$ cat src/rtl/key_bcd_pkg.sv
// Shared constants, state encoding and helpers for the key-to-BCD decoder.
// The optional leading-zero blanking feature is enabled by defining
// KEY_BCD_LEADING_BLANK_EN.
package key_bcd_pkg;

    localparam int KEY_WIDTH  = 32;
    localparam int NUM_DIGITS = 10;
    localparam int BCD_WIDTH  = 4 * NUM_DIGITS;
    localparam int CNT_WIDTH  = 5;

    localparam logic [CNT_WIDTH-1:0] LAST_ITERATION = 5'd31;

    // Value of the blank mask when the displayed number is zero.
    localparam logic [NUM_DIGITS-1:0] BLANK_RESET = 10'b1111111110;

    typedef enum logic [1:0] {
        IDLE  = 2'd0,
        SHIFT = 2'd1,
        DONE  = 2'd2
    } state_t;

`ifdef KEY_BCD_LEADING_BLANK_EN
    // Bit i is set when digit i and every digit above it are zero.
    // Digit 0 always stays visible so a zero value still shows "0".
    function automatic logic [NUM_DIGITS-1:0] computeBlank(input logic [BCD_WIDTH-1:0] digits);
        logic [NUM_DIGITS-1:0] mask;
        logic                  allZero;
        mask    = '0;
        allZero = 1'b1;
        for (int i = NUM_DIGITS - 1; i >= 1; i--) begin
            allZero = allZero & (digits[4*i +: 4] == 4'd0);
            mask[i] = allZero;
        end
        return mask;
    endfunction
`endif

endpackage

$ cat src/rtl/bcd_digit_adjust.sv
// Double-dabble digit corrector: a digit of 5 or more gets 3 added so that
// the following left shift carries correctly into the next decimal digit.
module bcd_digit_adjust (
    input  logic [3:0] i_digit,
    output logic [3:0] o_digit
);

    assign o_digit = (i_digit >= 4'd5) ? (i_digit + 4'd3) : i_digit;

endmodule

$ cat src/rtl/key_bcd_decoder.sv
// Sequential binary-to-BCD converter (double-dabble, one bit per cycle).
// A start pulse in IDLE captures the key; 32 SHIFT cycles later the result
// appears on bcd together with a one-cycle done tick.
// Define KEY_BCD_LEADING_BLANK_EN to add the registered leading-zero mask
// output 'blank'.
module key_bcd_decoder
    import key_bcd_pkg::*;
(
    input  logic                  clk,
    input  logic                  rst_n,
    input  logic                  start,
    input  logic [KEY_WIDTH-1:0]  key,
    output logic                  busy,
    output logic                  done,
    output logic [BCD_WIDTH-1:0]  bcd
`ifdef KEY_BCD_LEADING_BLANK_EN
    ,
    output logic [NUM_DIGITS-1:0] blank
`endif
);

    state_t                 r_state;
    state_t                 w_nextState;
    logic [KEY_WIDTH-1:0]   r_shiftReg;
    logic [BCD_WIDTH-1:0]   r_acc;
    logic [CNT_WIDTH-1:0]   r_count;
    logic [BCD_WIDTH-1:0]   r_bcd;
    logic [BCD_WIDTH-1:0]   w_accAdjusted;
    logic [BCD_WIDTH-1:0]   w_accNext;
    logic [KEY_WIDTH-1:0]   w_shiftNext;

    // One corrector per accumulator digit.
    for (genvar g = 0; g < NUM_DIGITS; g++) begin : g_adjust
        bcd_digit_adjust u_adjust (
            .i_digit (r_acc[4*g +: 4]),
            .o_digit (w_accAdjusted[4*g +: 4])
        );
    end

    // The top bit of the corrected accumulator is dropped by the shift; it is
    // always zero because a 32-bit key never exceeds ten decimal digits.
    assign w_accNext   = (w_accAdjusted << 1) | {{(BCD_WIDTH-1){1'b0}}, r_shiftReg[KEY_WIDTH-1]};
    assign w_shiftNext = r_shiftReg << 1;

    // Next-state logic and Moore outputs.
    always_comb begin
        w_nextState = r_state;
        busy        = 1'b0;
        done        = 1'b0;
        case (r_state)
            IDLE: begin
                if (start) begin
                    w_nextState = SHIFT;
                end
            end
            SHIFT: begin
                busy = 1'b1;
                if (r_count == '0) begin
                    w_nextState = DONE;
                end
            end
            DONE: begin
                done        = 1'b1;
                w_nextState = IDLE;
            end
            default: begin
                w_nextState = IDLE;
            end
        endcase
    end

    // State, datapath and result registers; the result is latched on the last
    // SHIFT edge so bcd changes exactly when done rises.
    always_ff @(posedge clk) begin
        if (!rst_n) begin
            r_state    <= IDLE;
            r_shiftReg <= '0;
            r_acc      <= '0;
            r_count    <= '0;
            r_bcd      <= '0;
        end else begin
            r_state <= w_nextState;
            case (r_state)
                IDLE: begin
                    if (start) begin
                        r_shiftReg <= key;
                        r_acc      <= '0;
                        r_count    <= LAST_ITERATION;
                    end
                end
                SHIFT: begin
                    r_acc      <= w_accNext;
                    r_shiftReg <= w_shiftNext;
                    if (r_count != '0) begin
                        r_count <= r_count - 1'b1;
                    end else begin
                        r_bcd <= w_accNext;
                    end
                end
                default: begin
                end
            endcase
        end
    end

    assign bcd = r_bcd;

`ifdef KEY_BCD_LEADING_BLANK_EN
    logic [NUM_DIGITS-1:0] r_blank;

    // Leading-zero mask, updated together with bcd.
    always_ff @(posedge clk) begin
        if (!rst_n) begin
            r_blank <= BLANK_RESET;
        end else if (r_state == SHIFT && r_count == '0) begin
            r_blank <= computeBlank(w_accNext);
        end
    end

    assign blank = r_blank;
`endif

endmodule

$ cat config.mk
export PLATFORM = sky130hd
export DESIGN_NAME = key_bcd_decoder
export DESIGN_NICKNAME = d
export VERILOG_FILES = /design/src/rtl/key_bcd_pkg.sv /design/src/rtl/bcd_digit_adjust.sv /design/src/rtl/key_bcd_decoder.sv
export SDC_FILE = /design/constraint.sdc
export NUM_CORES = 1
export LEC_CHECK = 0
export ABC_AREA = 0
export BUFFER_PORTS_ARGS = -buffer_cell sky130_fd_sc_hd__buf_2
export CORE_MARGIN = 4
export CORE_UTILIZATION = 55
export DETAILED_ROUTE_END_ITERATION = 16
export GPL_ROUTABILITY_DRIVEN = 0
export PLACE_DENSITY = 0.81
export RECOVER_POWER = 50
export SLEW_MARGIN = 20
export SYNTH_ARGS = -nofsm -noshare
export SYNTH_HDL_FRONTEND = slang
export SYNTH_HIERARCHICAL = 1
export SYNTH_SLANG_ARGS = --single-unit
$ cat constraint.sdc
create_clock -name clk -period 2.8 [get_ports clk]
set_input_delay 0.56 -clock clk [delete_from_list [all_inputs] [get_ports clk]]
set_output_delay 0.56 -clock clk [all_outputs]
set_load 0.03 [all_outputs]
; ---- Yosys cells after proc, flatten, opt, wreduce, memory -nomap -nowiden
; Cells that the tools add are included.
[totals]
register_bits = 119
input_bits = 35
output_inout_bits = 42
word_cells = 63
[classes]
n_addsub = 11
order_cmp = 10
n_eq_ne = 5
muxes = 22
bitwise_logic = 2
reduce_logical = 8
[ops]
columns = operator, n
row1 = $pmux 40 s2, 1
row2 = $pmux 32 s2, 1
row3 = $ge 4x3->1 const B, 10
row4 = $mux 40, 1
row5 = $or 40x1->40, 1
row6 = $add 4x2->4 const B, 9
row7 = $mux 4, 9
row8 = $mux 32, 1
row9 = $mux 5, 2
row10 = $pmux 5 s2, 1
row11 = $ne 2x2->1 const B, 3
row12 = $reduce_and 2->1, 3
row13 = $logic_not 5->1, 1
row14 = $reduce_bool 5->1, 1
row15 = $sub 5x1->5 const B, 1
row16 = $mux 2, 2
row17 = $pmux 2 s2, 1
row18 = $add 3x2->3 const B, 1
row19 = $mux 3, 1
row20 = $reduce_and 3->1, 1
row21 = $eq 2x1->1 const B, 1
row22 = $eq 2x2->1 const B, 1
row23 = $logic_not 2->1, 1
row24 = $mux 1, 2
row25 = 2 further kinds, 2

; ---- Depth between registers and ports, before layout
[logic_depth]
depth_word = 4
ltp_mapped = 7
mapped_depth_nobuf = 7

; ---- By module
; Netlist, hierarchy kept.
[modules_own_cells]
columns = module, n_inst, cells_each, area_per_inst_um2, seq_area_each_um2
row1 = key_bcd_decoder, 1, 491, 4454.3, 2382.3
row2 = bcd_digit_adjust, 10, 16, 101.3, 0.0

; ---- Worst setup path after synthesis
; No wires, ideal clock.
[synth_path]
kind = reg-to-reg
start = register r_count[0]
end = register r_bcd[1], in the netlist bcd[1]
setup_time_ns = 0.132
arrival_ns = 1.474
required_ns = 2.668
path_slack_ns = 1.193
path_stages_with_launch = 8
n_path_buf = 2
period_less_slack_ns = 1.607
cell_sequence = dfxtp_1 > inv_1 > ha_1 > or4b_1 > buf_2 > buf_6 > o21ai_0 > a21oi_1
[synth_via]
elab_chain_cells = 3
[synth_lines]
columns = element, line
row1 = from (decl), key_bcd_decoder.sv:26  ; logic [CNT_WIDTH-1:0] r_count;
row2 = from (signal assigned), key_bcd_decoder.sv:95  ; r_count <= r_count - 1'b1;
row3 = $reduce_bool 5->1, key_bcd_decoder.sv:94  ; if (r_count != '0) begin
row4 = $not 1->1 (no line), -
row5 = $reduce_and 2->1 (no line), -
row6 = to (signal assigned), key_bcd_decoder.sv:97  ; r_bcd <= w_accNext;
row7 = to (decl), key_bcd_decoder.sv:27  ; logic [BCD_WIDTH-1:0] r_bcd;
; No other way between the ends.
; A chain may end at the register's enable or synchronous reset.

; ---- Final worst setup path
[layout_path]
start = register r_count[0]
end = register r_bcd[23], in the netlist bcd[23]
; The elaborated chain is that of the path after synthesis.

==> results.yml <==
run_status:
  outcome: "complete, no violations"
placed_design:
  dp_hpwl_microns: 7820
  postPlaceCellArea_sq_um: 5840
  io_buffers: 76
finish:
  area_growth_pct: 16.6
  mostFrequentLayoutCells: "119 x dfxtp_1, 102 x nand2_1, 45 x a21oi_1, 42 x nor2_1, 42 x clkbuf_1"
  nets: 759
  final_layout_size_suffix_gt1_share_pct: 12.7
  fin_area_sq_um: 6350
  fillers: 830
  final_common_cell: "dfxtp_1"
  antennaDiodeCount: 0
detailed_routing:
  vias_per_cell: 5.75
  wl_microns: 12700
  drt_iter0_drc: 257
  dr_total_vias: 4880
  first_pass_iters: 5
  wl_per_cell_microns: 14.9
  postRouteAntennaNets: 0
  drc: 0
sta:
  hold_violations: 0
  rsz0062_at_grt: "no"
  final-setup-viol-count: 0
  skew_ps: 6.25
  tightest_slew_ps: 833
  fmax_mhz: 420
  fin_crit_sh_pct: 85.1
  fin_tns_setup_ps: 0
  maxSlewHeadroom_pct: 44.4
  period_needed_ps: 2380
  maxSlewViolCount: 0
logic_synthesis:
  syn_inst: 647
  syn_area_per_cell_sq_um: 8.42
  postSynthNetCount: 703
  synth_warnings: 6
  synth.cell_area_sq_um: 5450
pwr:
  p_sw_share_pct: 25.3
  clkPwrFrac_pct: 48.3
  intPower_mw: 3.19
  power.share.combinational_pct: 9.4
  p_leak_nw: 2.50
  powerDensity_nw_per_um2: 671
  ir_drop_uv: 383
  seq_power_share_pct: 42.3
  switchingPower_mw: 1.08
grt:
  grt_overflow_total: 0
  grt_start_max_net_pins: 73
  antenna_found_initial: 0
  grt_util_all_layers_pct: 22.7
  first_global_vias: 4683
  grt_pass1_wl_microns: 21300
clock_network:
  cts_tree: "yes"
  cts.repair.resized: 0
  h-tree-depth: 4
  clock_sinks: 119
  cts_root_buffer: "clkbuf_8"
  post_cts_buffers: 0
  numCtsBuffers: 17
  clk_latency_ps: 530
  cts_max_path_buffers: 2
  postCtsHoldBufs: 0
  clk_pin_slew_ps: 60
flow_run:
  maxCapViolCount: 0
die:
  design.portCount: 77
  core_sq_um: 9730
  die-area_sq_um: 11600
  start_util_pct: 56.0
  die_h_microns: 108
  die_w_microns: 108
  fp-row-count: 36
critical_path:
  cp-start-kind: "register"
  cp.required_ps: 3200
  r2r_end: "bcd[23]"
  critPathLaunch: "r_count[0]"
  end_kind: "register"
  arrival_ps: 2780
  path_class: "register to register"
  critical_path_peak_fanout: 31
  reg2reg_depth: 6
  cp-endpoint: "bcd[23]"
  r2r_setup_slack_ps: 420
  rr_startpoint: "r_count[0]"
worst_hold_path:
  holdPathStages: 3
  holdCritStartpoint: "key[11]"
  hp-class: "input pin to register"
[stage by stage]
stage | setup WS (ps) | instances | util [%] | hold slack [ps] | power [mW]
global placement | 756 | 817 | 60.0 | 457 | 2.22
detailed placement | 693 | 817 | 60.0 | 466 | 2.24
floorplan | 1190 | 647 | - | 442 | 2.15
global route | 342 | 848 | 65.3 | 290 | 4.42
CTS | 506 | 848 | 65.9 | 279 | 4.28
finish | 417 | 848 | 65.3 | 298 | 4.26
[state kept, by name (all words and copies together) (netlist names)]
signal / flops
bcd: 40
r_acc: 40
r_count: 5
r_shiftReg: 32
r_state: 2
[critical path, cell delays in order (launching register included)]
cell and delay, ps:
dfxtp_1 310, inv_1 110, ha_1 230, or4b_1 680, clkbuf_2 480, o21ai_0 340, a21oi_1 100
[layer usage]
layer | track usage, % | vias up | wire (microns)
met5 | 0 | - | 0
met4 | 9.56 | 0 | 192
met3 | 6.42 | 23 | 750
met2 | 36.3 | 133 | 6110
met1 | 28.8 | 2335 | 5600
li1 | - | 2389 | -
[layout make-up]
class	count	area (sq um)	share of cell area [%]
well taps	133	166	2.62
flip-flops and latches	119	2380	37.5
clock buffers	24	500	7.88
multi-input cells	452	2730	42.9
repair buffers	85	407	6.40
inverters	28	105	1.65
clock inverters	7	67.6	1.06
[how the worst min path moves through the flow]
stage               slack, ps              to
CTS                       280  r_shiftReg[20]
floorplan                 440       r_acc[37]
finish                    300  r_shiftReg[11]
global route              290  r_shiftReg[19]
global placement          460      r_count[1]
detailed placement        470          bcd[1]
[power by group through the flow]
stage                     sequential (mW)  clock, mW  combinational [mW]
after floorplan                      1.83          0               0.320
after global placement               1.84          0               0.385
after detailed placement             1.84          0               0.396
after CTS                            1.80       2.08               0.401
after global routing                 1.81       2.16               0.445
final                                1.81       2.06               0.401
Power figures use the tool's default switching activity.
